### config.mk
export PLATFORM = sky130hd
export DESIGN_NAME = regfile_wb_arbiter_flat
export DESIGN_NICKNAME = d
export VERILOG_FILES = /design/src/rtl/regfile_pkg.sv /design/src/rtl/regfile_wb_arbiter_if.sv /design/src/rtl/wb_fifo.sv /design/src/rtl/regfile_wb_arbiter.sv /design/src/flat_wrapper.sv
export SDC_FILE = /design/constraint.sdc
export NUM_CORES = 1
export LEC_CHECK = 0
export ABC_AREA = 1
export BUFFER_PORTS_ARGS = -buffer_cell sky130_fd_sc_hd__buf_2
export CAP_MARGIN = 20
export CORE_ASPECT_RATIO = 0.75
export CORE_MARGIN = 2
export CORE_UTILIZATION = 55
export CTS_CLUSTER_DIAMETER = 200
export DETAILED_ROUTE_END_ITERATION = 8
export PLACE_DENSITY = 0.83
export SYNTH_ARGS = -nofsm -noshare
export SYNTH_HDL_FRONTEND = slang
export SYNTH_SLANG_ARGS = --single-unit
### constraint.sdc
create_clock -name clk -period 4.05 [get_ports clk]
set_clock_uncertainty 0.05 [all_clocks]
set_input_delay 0.81 -clock clk [delete_from_list [all_inputs] [get_ports clk]]
set_output_delay 0.81 -clock clk [all_outputs]
set_load 0.05 [all_outputs]
### src/rtl/regfile_pkg.sv
// rtl/regfile_pkg.sv - shared constants and types for the register-file writeback scheduler
package regfile_pkg;

  localparam logic SRC_A = 1'b0;
  localparam logic SRC_B = 1'b1;

  localparam int DEF_BIT_WIDTH       = 32;
  localparam int DEF_REG_INDEX_WIDTH = 4;

  localparam int SB_CNT_W = 2;
  typedef logic [SB_CNT_W-1:0] sb_cnt_t;
  localparam sb_cnt_t SB_CNT_MAX = '1;

endpackage

### src/rtl/regfile_wb_arbiter_if.sv
// rtl/regfile_wb_arbiter_if.sv - writeback sources, issue port, register-file write port and scoreboard status
interface regfile_wb_arbiter_if
  import regfile_pkg::*;
#(
  parameter int BIT_WIDTH       = DEF_BIT_WIDTH,
  parameter int REG_INDEX_WIDTH = DEF_REG_INDEX_WIDTH
);
  localparam int NUM_REGS = 2 ** REG_INDEX_WIDTH;

  logic                       a_valid;
  logic                       a_ready;
  logic [REG_INDEX_WIDTH-1:0] a_dr;
  logic [BIT_WIDTH-1:0]       a_data;
  logic                       b_valid;
  logic                       b_ready;
  logic [REG_INDEX_WIDTH-1:0] b_dr;
  logic [BIT_WIDTH-1:0]       b_data;
  logic                       issue_valid;
  logic [REG_INDEX_WIDTH-1:0] issue_dr;
  logic                       rf_en_write;
  logic [REG_INDEX_WIDTH-1:0] rf_dr_ind;
  logic [BIT_WIDTH-1:0]       rf_data_in;
  logic                       rf_grant_b;
  logic [NUM_REGS-1:0]        busy;
  logic                       sb_err;

  modport master (
    output a_valid, a_dr, a_data, b_valid, b_dr, b_data, issue_valid, issue_dr,
    input  a_ready, b_ready, rf_en_write, rf_dr_ind, rf_data_in, rf_grant_b, busy, sb_err
  );

  modport slave (
    input  a_valid, a_dr, a_data, b_valid, b_dr, b_data, issue_valid, issue_dr,
    output a_ready, b_ready, rf_en_write, rf_dr_ind, rf_data_in, rf_grant_b, busy, sb_err
  );

endinterface

### src/rtl/wb_fifo.sv
// rtl/wb_fifo.sv - two-entry synchronous FIFO holding {dr, data} writebacks for one source
module wb_fifo #(
  parameter int WIDTH = 36,
  parameter int DEPTH = 2
) (
  input  logic             clk,
  input  logic             reset,
  input  logic             push,
  input  logic             pop,
  input  logic [WIDTH-1:0] din,
  output logic             full,
  output logic             empty,
  output logic [WIDTH-1:0] head
);

  logic [WIDTH-1:0] mem [2];
  logic             rd_ptr;
  logic             wr_ptr;
  logic [1:0]       count;
  logic             do_push;
  logic             do_pop;

  assign full    = (count == 2'(DEPTH));
  assign empty   = (count == 2'd0);
  assign head    = mem[rd_ptr];
  assign do_push = push && !full;
  assign do_pop  = pop && !empty;

  always_ff @(posedge clk) begin
    if (reset) begin
      rd_ptr <= 1'b0;
      wr_ptr <= 1'b0;
      count  <= 2'd0;
    end else begin
      if (do_push) begin
        wr_ptr <= ~wr_ptr;
      end
      if (do_pop) begin
        rd_ptr <= ~rd_ptr;
      end
      case ({do_push, do_pop})
        2'b10:   count <= count + 2'd1;
        2'b01:   count <= count - 2'd1;
        default: count <= count;
      endcase
    end
  end

  // Storage is not reset; head is only consumed while the FIFO is non-empty.
  always_ff @(posedge clk) begin
    if (do_push && !reset) begin
      mem[wr_ptr] <= din;
    end
  end

endmodule

### src/rtl/regfile_wb_arbiter.sv
// rtl/regfile_wb_arbiter.sv - round-robin scheduler for the shared register-file write port with pending-write scoreboard
module regfile_wb_arbiter
  import regfile_pkg::*;
#(
  parameter int BIT_WIDTH       = DEF_BIT_WIDTH,
  parameter int REG_INDEX_WIDTH = DEF_REG_INDEX_WIDTH,
  parameter int FIFO_DEPTH      = 2
) (
  input logic                  clk,
  input logic                  reset,
  regfile_wb_arbiter_if.slave  bus
);

  localparam int NUM_REGS = 2 ** REG_INDEX_WIDTH;
  localparam int ENTRY_W  = REG_INDEX_WIDTH + BIT_WIDTH;

  logic               a_full, a_empty, b_full, b_empty;
  logic [ENTRY_W-1:0] a_head, b_head;
  logic               a_ready, b_ready;
  logic               a_push, b_push, a_pop, b_pop;
  logic               last_grant;
  logic               grant_b;
  logic               en_write;
  logic [ENTRY_W-1:0] sel_head;
  logic [REG_INDEX_WIDTH-1:0] dr_ind;
  logic [BIT_WIDTH-1:0]       data_in;

  sb_cnt_t             cnt [NUM_REGS];
  logic [NUM_REGS-1:0] inc_vec;
  logic [NUM_REGS-1:0] dec_vec;
  logic [NUM_REGS-1:0] busy;
  logic                err_now;
  logic                sb_err;

  assign a_ready = !a_full && !reset;
  assign b_ready = !b_full && !reset;
  assign a_push  = bus.a_valid && a_ready;
  assign b_push  = bus.b_valid && b_ready;

  wb_fifo #(.WIDTH(ENTRY_W), .DEPTH(FIFO_DEPTH)) u_fifo_a (
    .clk   (clk),
    .reset (reset),
    .push  (a_push),
    .pop   (a_pop),
    .din   ({bus.a_dr, bus.a_data}),
    .full  (a_full),
    .empty (a_empty),
    .head  (a_head)
  );

  wb_fifo #(.WIDTH(ENTRY_W), .DEPTH(FIFO_DEPTH)) u_fifo_b (
    .clk   (clk),
    .reset (reset),
    .push  (b_push),
    .pop   (b_pop),
    .din   ({bus.b_dr, bus.b_data}),
    .full  (b_full),
    .empty (b_empty),
    .head  (b_head)
  );

  // On a tie the source opposite to the previous grant wins.
  always_comb begin
    grant_b  = !b_empty && (a_empty || (last_grant == SRC_A));
    en_write = (!a_empty || !b_empty) && !reset;
    sel_head = grant_b ? b_head : a_head;
    dr_ind   = '0;
    data_in  = '0;
    if (en_write) begin
      {dr_ind, data_in} = sel_head;
    end
  end

  assign a_pop = en_write && !grant_b;
  assign b_pop = en_write && grant_b;

  always_ff @(posedge clk) begin
    if (reset) begin
      last_grant <= SRC_B;
    end else if (en_write) begin
      last_grant <= grant_b;
    end
  end

  always_comb begin
    inc_vec = NUM_REGS'(bus.issue_valid) << bus.issue_dr;
    dec_vec = NUM_REGS'(en_write) << dr_ind;
    err_now = 1'b0;
    busy    = '0;
    for (int i = 0; i < NUM_REGS; i++) begin
      busy[i] = (cnt[i] != '0);
      if (inc_vec[i] && !dec_vec[i] && (cnt[i] == SB_CNT_MAX)) err_now = 1'b1;
      if (dec_vec[i] && !inc_vec[i] && (cnt[i] == '0))         err_now = 1'b1;
    end
  end

  // Counters saturate at both ends; the error flag records the violation.
  always_ff @(posedge clk) begin
    if (reset) begin
      sb_err <= 1'b0;
      for (int i = 0; i < NUM_REGS; i++) begin
        cnt[i] <= '0;
      end
    end else begin
      sb_err <= sb_err || err_now;
      for (int i = 0; i < NUM_REGS; i++) begin
        if (inc_vec[i] && !dec_vec[i] && (cnt[i] != SB_CNT_MAX)) begin
          cnt[i] <= cnt[i] + 1'b1;
        end else if (dec_vec[i] && !inc_vec[i] && (cnt[i] != '0)) begin
          cnt[i] <= cnt[i] - 1'b1;
        end
      end
    end
  end

  assign bus.a_ready     = a_ready;
  assign bus.b_ready     = b_ready;
  assign bus.rf_en_write = en_write;
  assign bus.rf_dr_ind   = dr_ind;
  assign bus.rf_data_in  = data_in;
  assign bus.rf_grant_b  = en_write && grant_b;
  assign bus.busy        = busy;
  assign bus.sb_err      = sb_err;

endmodule

### src/flat_wrapper.sv
// flat-port wrapper written by rule: the top's interface ports become plain ports
module regfile_wb_arbiter_flat import regfile_pkg::*;
#(
  parameter int BIT_WIDTH       = DEF_BIT_WIDTH,
  parameter int REG_INDEX_WIDTH = DEF_REG_INDEX_WIDTH,
  parameter int FIFO_DEPTH      = 2
)
  (clk, reset, bus_a_valid, bus_a_dr, bus_a_data, bus_b_valid, bus_b_dr, bus_b_data, bus_issue_valid, bus_issue_dr, bus_a_ready, bus_b_ready, bus_rf_en_write, bus_rf_dr_ind, bus_rf_data_in, bus_rf_grant_b, bus_busy, bus_sb_err);
  regfile_wb_arbiter_if #(.BIT_WIDTH(BIT_WIDTH), .REG_INDEX_WIDTH(REG_INDEX_WIDTH)) bus_i ();
  input logic clk;
  input logic reset;
  input wire logic [$bits(bus_i.a_valid)-1:0] bus_a_valid;
  input wire logic [$bits(bus_i.a_dr)-1:0] bus_a_dr;
  input wire logic [$bits(bus_i.a_data)-1:0] bus_a_data;
  input wire logic [$bits(bus_i.b_valid)-1:0] bus_b_valid;
  input wire logic [$bits(bus_i.b_dr)-1:0] bus_b_dr;
  input wire logic [$bits(bus_i.b_data)-1:0] bus_b_data;
  input wire logic [$bits(bus_i.issue_valid)-1:0] bus_issue_valid;
  input wire logic [$bits(bus_i.issue_dr)-1:0] bus_issue_dr;
  output wire logic [$bits(bus_i.a_ready)-1:0] bus_a_ready;
  output wire logic [$bits(bus_i.b_ready)-1:0] bus_b_ready;
  output wire logic [$bits(bus_i.rf_en_write)-1:0] bus_rf_en_write;
  output wire logic [$bits(bus_i.rf_dr_ind)-1:0] bus_rf_dr_ind;
  output wire logic [$bits(bus_i.rf_data_in)-1:0] bus_rf_data_in;
  output wire logic [$bits(bus_i.rf_grant_b)-1:0] bus_rf_grant_b;
  output wire logic [$bits(bus_i.busy)-1:0] bus_busy;
  output wire logic [$bits(bus_i.sb_err)-1:0] bus_sb_err;
  assign bus_i.a_valid = bus_a_valid;
  assign bus_i.a_dr = bus_a_dr;
  assign bus_i.a_data = bus_a_data;
  assign bus_i.b_valid = bus_b_valid;
  assign bus_i.b_dr = bus_b_dr;
  assign bus_i.b_data = bus_b_data;
  assign bus_i.issue_valid = bus_issue_valid;
  assign bus_i.issue_dr = bus_issue_dr;
  assign bus_a_ready = bus_i.a_ready;
  assign bus_b_ready = bus_i.b_ready;
  assign bus_rf_en_write = bus_i.rf_en_write;
  assign bus_rf_dr_ind = bus_i.rf_dr_ind;
  assign bus_rf_data_in = bus_i.rf_data_in;
  assign bus_rf_grant_b = bus_i.rf_grant_b;
  assign bus_busy = bus_i.busy;
  assign bus_sb_err = bus_i.sb_err;
  regfile_wb_arbiter #(.BIT_WIDTH(BIT_WIDTH), .REG_INDEX_WIDTH(REG_INDEX_WIDTH), .FIFO_DEPTH(FIFO_DEPTH)) u_core (.clk(clk), .reset(reset), .bus(bus_i));
endmodule
# --- Word level (Yosys, flattened, before mapping) ---
# Memory sizes are Yosys's and may differ from the RTL's. A register that Yosys moved wholly into a read port is not among the register bits.
# Cells that the tools add are included.
# W data, S select, Z words.
word_totals:
  reg_bits: 10
  mem_bits_rw: 176
  in_bits: 81
  output_inout_bits: 57
  memories: 3
memory_table:
  columns: ["memory", "words", "width", "rd", "rd_ports_with_merged_regs", "wr", "line_no", "rtl"]
  rows:
  - ["u_core.u_fifo_a.mem", 2, 36, 1, 1, 1, "wb_fifo.sv:16", "logic [WIDTH-1:0] mem [2];"]
  - ["u_core.u_fifo_b.mem", 2, 36, 1, 1, 1, "wb_fifo.sv:16", null]
  - ["u_core.cnt", 16, 2, 16, 0, 16, "regfile_wb_arbiter.sv:28", "sb_cnt_t cnt [NUM_REGS];"]
classes:
  add_sub_neg: 36
  eq_ne: 38
  shift: 2
  mux: 191
  n_bitwise: 37
  n_reduce_logical: 187
ops:
  columns: ["op", "count"]
  rows:
  - ["$mux W1", 154]
  - ["$logic_and A1 B1 Y1", 110]
  - ["$mux W2", 32]
  - ["$eq A2 B2 Y1 const B", 20]
  - ["$logic_not A1 Y1", 38]
  - ["$add A2 B1 Y2 const B", 18]
  - ["$logic_not A2 Y1", 18]
  - ["$mux W36", 1]
  - ["$reduce_bool A2 Y1", 18]
  - ["$sub A2 B1 Y2 const B", 18]
  - ["$mux W32", 1]
  - ["$ne A2 B2 Y1 const B", 16]
  - ["$or A1 B1 Y1", 32]
  - ["$shl A1 B4 Y16", 2]
  - ["$pmux W2 S2", 2]
  - ["$not A1 Y1", 5]
  - ["$eq A2 B1 Y1 const B", 2]
  - ["$mux W4", 1]
  - ["$logic_or A1 B1 Y1", 3]

# --- Longest topological paths before layout ---
logic_depth:
  ltp_word: 42
  mapped_depth: 16

# --- Cells and area by module ---
# Synthesis repeated with hierarchy kept, for this count alone.
hier_totals:
  hier_cells: 753
  hier_area_um2: 9275.1
modules_own_cells:
  columns: ["module", "n_inst", "cells_per_inst", "area_per_inst_um2", "seq_area_each_um2"]
  rows:
  - ["wb_fifo", 2, 150, 2992.9, 2262.2]
  - ["regfile_wb_arbiter", 1, 453, 3289.4, 1001.0]

# --- Worst setup path before layout ---
# OpenSTA, ideal clock, no wires.
synth_path:
  kind: "input -> register"
  from: "input reset"
  to: "memory u_core.u_fifo_b.mem[0][0], enable pin"
  arrival_ns: 3.664
  path_slack_ns: -0.093
  path_stages: 4
  n_path_buf: 1
  path_cell_list: "buf_2 > a21oi_1 > nand2_1 > nor2_1"
synth_via:
  elab_chain_cells: 7
synth_rtl:
  columns: ["item", "line_no", "rtl"]
  rows:
  - ["start, declared", "flat_wrapper.sv:11", "input logic reset;"]
  - ["$logic_not A1 Y1", "regfile_wb_arbiter.sv:36", "assign b_ready = !b_full && !reset;"]
  - ["$logic_and A1 B1 Y1", "regfile_wb_arbiter.sv:36", null]
  - ["net bus_b_ready", "flat_wrapper.sv:21", "output wire logic [$bits(bus_i.b_ready)-1:0] bus_b_ready;"]
  - ["$logic_and A1 B1 Y1", "regfile_wb_arbiter.sv:38", "assign b_push = bus.b_valid && b_ready;"]
  - ["$logic_and A1 B1 Y1", "wb_fifo.sv:26", "assign do_push = push && !full;"]
  - ["$logic_and A1 B1 Y1", "wb_fifo.sv:51", "if (do_push && !reset) begin"]
  - ["$mux W1", "wb_fifo.sv:51", null]
  - ["$mux W1 (not written as such)", "wb_fifo.sv:52", "mem[wr_ptr] <= din;"]
  - ["end, declared", "wb_fifo.sv:16", null]
# The timed path passes the listed nets, and every way through them passes these cells.

# --- Worst setup path in the final report ---
layout_path:
  from: "register u_core.u_fifo_b.count[0]"
  to: "output bus_rf_data_in[6]"
layout_via:
  elab_chain_cells: 5
  word_cells_on_any_way: 7
  cone_classes: "mux: 2; reduce/logical: 5"
layout_rtl:
  columns: ["item", "line_no", "rtl"]
  rows:
  - ["start, declared", "wb_fifo.sv:19", "logic [1:0] count;"]
  - ["start signal, assigned", "wb_fifo.sv:42", "2'b10: count <= count + 2'd1;"]
  - ["start signal, assigned", "wb_fifo.sv:43", "2'b01: count <= count - 2'd1;"]
  - ["start signal, assigned", "wb_fifo.sv:44", "default: count <= count;"]
  - ["$logic_not A2 Y1 *", "wb_fifo.sv:24", "assign empty = (count == 2'd0);"]
  - ["$logic_not A1 Y1 *", "regfile_wb_arbiter.sv:64, regfile_wb_arbiter.sv:65", null]
  - ["$logic_and A1 B1 Y1 or $logic_or A1 B1 Y1 (tied branches)", "regfile_wb_arbiter.sv:64, regfile_wb_arbiter.sv:65", null]
  - ["$mux W36 or $logic_and A1 B1 Y1 (tied branches)", "regfile_wb_arbiter.sv:66, regfile_wb_arbiter.sv:65", null]
  - ["$mux W32 *", "regfile_wb_arbiter.sv:69", "if (en_write) begin"]
  - ["end, declared", "flat_wrapper.sv:24", "output wire logic [$bits(bus_i.rf_data_in)-1:0] bus_rf_data_in;"]
# Every way passes the cells marked *; elsewhere a longest branch is shown, timed or not.

==> qor.txt <==
status -> finished clean
Synth Cell Area -> 8740 µm²
Tcrit/Tclk final -> 83.1%
initial cell density of the core -> 56.9%
Core ar. -> 15400 µm²
total CTS buffers -> 17
worst hold path class -> register to register
Pleak -> 4.15 nW
cts hold-fix bufs -> 0
clk root buf -> clkbuf_16
Syn Inst Count -> 804
clock latency on the worst-skew pair -> 430 ps
routed vias/inst -> 5.42
IO Pins -> 138
vias in the first global route -> 6122
initial antenna violation count -> 2
final WL -> 19.4 mm
Rows -> 39
via count of the routed design -> 6312
routed len/inst -> 16.6 µm
CP max-delay cell -> dfxtp_1
Total GRT Usage -> 23.8%
Power Dens Cells -> 604 nW/µm²
crit path kind -> register to output pin
proportion of layout cells with a drive suffix above 1 -> 24.7%
maximum vdd drop -> 0.000429 V
RSZ-0062 raised after global routing -> false
Max-cap violations -> 0
Setup crit start kind -> register
1st-pass router iterations -> 5
f_max -> 0.297 GHz
first-pass GRT wire length -> 30.8 mm
M1 wire length -> 8.45 mm
final antenna-violating net count -> 0
post-cts sizing count -> 0
final hold violation count -> 0
post-route DRC violation count -> 0
Final min period -> 3360 ps
Mapped Avg Cell Area -> 10.9 µm²
port bufs -> 137
DP Cell Count -> 1129
dpl hpwl -> 13.6 mm
clock tree buffer depth -> 2
post-CTS setup buffer count -> 0
routability-driven placement congestion ratio -> 0.959
Die Y -> 113 µm
Final Non-Filler Cells -> 1164
Fillers -> 1149
Multi-input gate area -> 2800 µm²
Crit path largest cell delay -> 370 ps
Total Die Area -> 16900 µm²
Worst Path Required -> 3190 ps
GRT Residual Overflow -> 0
Least-Margin Pin Slew -> 549 ps
met2 WL post-DR -> 8.84 mm
Die Span X -> 150 µm
Pwr Total -> 6.25 mW
syn_nets -> 889
H-tree depth -> 4
Slew Limit Fails -> 0
register area share after synthesis -> 63.2%
Yosys reg bits -> 188
DR iter-0 viols -> 479
Synth Warn # -> 0
Final Core Density -> 67.3%
final net count -> 1030
CP bufs+invs -> 5
Routed met3 length -> 1.65 mm
crit-path max FO -> 31
Clock Sinks -> 188
CTS tree -> built
largest net degree at the start of global routing -> 38
Clock Pin Slew Worst Setup and Hold Paths -> 70 ps
Critical Path End Type -> output pin
Area Growth Syn to Fin -> 18.4%
delay-heaviest family, CP -> buffers and inverters
CP cell instances -> nor2_4 -> inv_2 -> nand2_4 -> clkinv_1 -> nor2_1 -> inv_1 -> buf_16 -> o32ai_1 -> buf_2
Critical Path AT -> 2500 ps
Rel. slew slack -> 63.4%
max layer used -> met4
Storage cell area -> 5530 µm²
number of setup violations in the final report -> 0
distinct cell type count after synthesis -> 43
-- per-stage QoR --
step | TNS (ps) | instance area [µm²] | hold WS (ps) | setup WS [ps]
after global routing | 0 | 10300 | 453 | 483
after CTS | 0 | 10300 | 418 | 264
after detailed placement | 0 | 9660 | 404 | 482
after global placement | 0 | 9660 | 396 | 608
final | 0 | 10300 | 423 | 686
after floorplan | -13450 | 8740 | 376 | -93.4
-- cell usage in the layout (no fill, tap or decap), types with 3 or more instances in the layout --
master       n
nor3_2       3
o32ai_1     32
buf_4       11
nand3_2      6
a21oi_1     17
nand3_1     49
dfxtp_1     11
buf_2      137
inv_1       74
o21ai_1      3
ha_1         4
a41oi_1      3
xor2_1       4
nor2_2       9
nand3b_1     3
edfxtp_1   176
inv_8        6
inv_2        6
nand4_1     12
clkinv_1     4
o211ai_1     6
nor2_4      10
o21ai_0     14
nor2_1     150
nand2_1    114
clkbuf_16   17
nand2_2     10
mux2i_1     32
nor3_1       6
-- per-layer routing --
layer	track usage (%)	up-vias
met5	0	-
met2	36.1	244
met1	33.5	2935
met3	6.45	31
li1	-	3102
met4	8.25	0
-- report_power, final --
part,switching (mW),internal [mW]
combinational,1.58,0.559
sequential,0.0903,2.29
clock,0.778,0.949
-- state kept, by name, summed over array words and instances, names as in the netlist, named ones only --
name,count
u_core.u_fifo_b.mem,72
u_core.u_fifo_b.count,2
u_core.u_fifo_a.rd_ptr,1
u_core.last_grant,1
u_core.bus.sb_err,1
u_core.u_fifo_b.rd_ptr,1
u_core.u_fifo_a.wr_ptr,1
u_core.cnt,32
u_core.u_fifo_b.wr_ptr,1
u_core.u_fifo_a.count,2
u_core.u_fifo_a.mem,72
-- logic make-up after synthesis --
| kind of cell | share of synthesized area (%) |
|---|---|
| flip-flops | 63.2 |
| AND/OR/NAND/NOR | 19.7 |
| XOR/XNOR | 0.401 |
| buffers and inverters | 5.10 |
| adder cells (fa/ha/maj) | 0.573 |
| AO/OA/AOI/OAI | 7.34 |
| multiplexers | 3.67 |
-- Yosys cell counts, drive strengths merged --
| cell type | instances | area (µm²) |
|---|---|---|
| edfxtp | 176 | 5290 |
| nor2 | 169 | 702 |
| nand2 | 126 | 513 |
| inv | 80 | 300 |
| nand3 | 56 | 323 |
| mux2i | 32 | 320 |
| o32ai | 32 | 280 |
| clkbuf | 20 | 78.8 |
| o21ai | 19 | 110 |
| a21oi | 18 | 93.8 |
| dfxtp | 12 | 240 |
| nand4 | 12 | 75.1 |
| nor3 | 9 | 60.1 |
| buf | 8 | 55.1 |
| o211ai | 6 | 45.0 |
| a41oi | 5 | 58.8 |
| ha | 4 | 50.1 |
| xor2 | 4 | 35.0 |
| a211oi | 3 | 32.5 |
| clkinv | 3 | 11.3 |
| nand3b | 3 | 22.5 |
| and3 | 2 | 12.5 |
| o22ai | 2 | 12.5 |
| a31o | 1 | 8.76 |
| nor3b | 1 | 7.51 |
| or2 | 1 | 6.26 |
-- path summary, 6_finish.rpt --
check | slack, ps | start | depth (start not counted) | endpoint
worst max-delay path | 690 | u_core.u_fifo_b.count[0] | 9 | bus_rf_data_in[6]
worst min-delay path | 420 | u_core.u_fifo_a.rd_ptr | 1 | u_core.u_fifo_a.rd_ptr
worst max register to register | 1490 | u_core.u_fifo_b.count[0] | 14 | u_core.cnt[0][12]
worst min register to register | 420 | u_core.u_fifo_a.rd_ptr | 1 | u_core.u_fifo_a.rd_ptr
-- final cells by class --
type	count	share of cell area [%]
Sequential cell	188	53.4
Multi-Input combinational cell	505	27.1
Timing Repair Buffer	150	7.96
Clock buffer	17	4.11
Inverter	83	3.01
Tap cell	205	2.48
Clock inverter	15	1.92
Antenna cell	1	0.0242
Note: power is estimated with default switching activity, not from simulation.
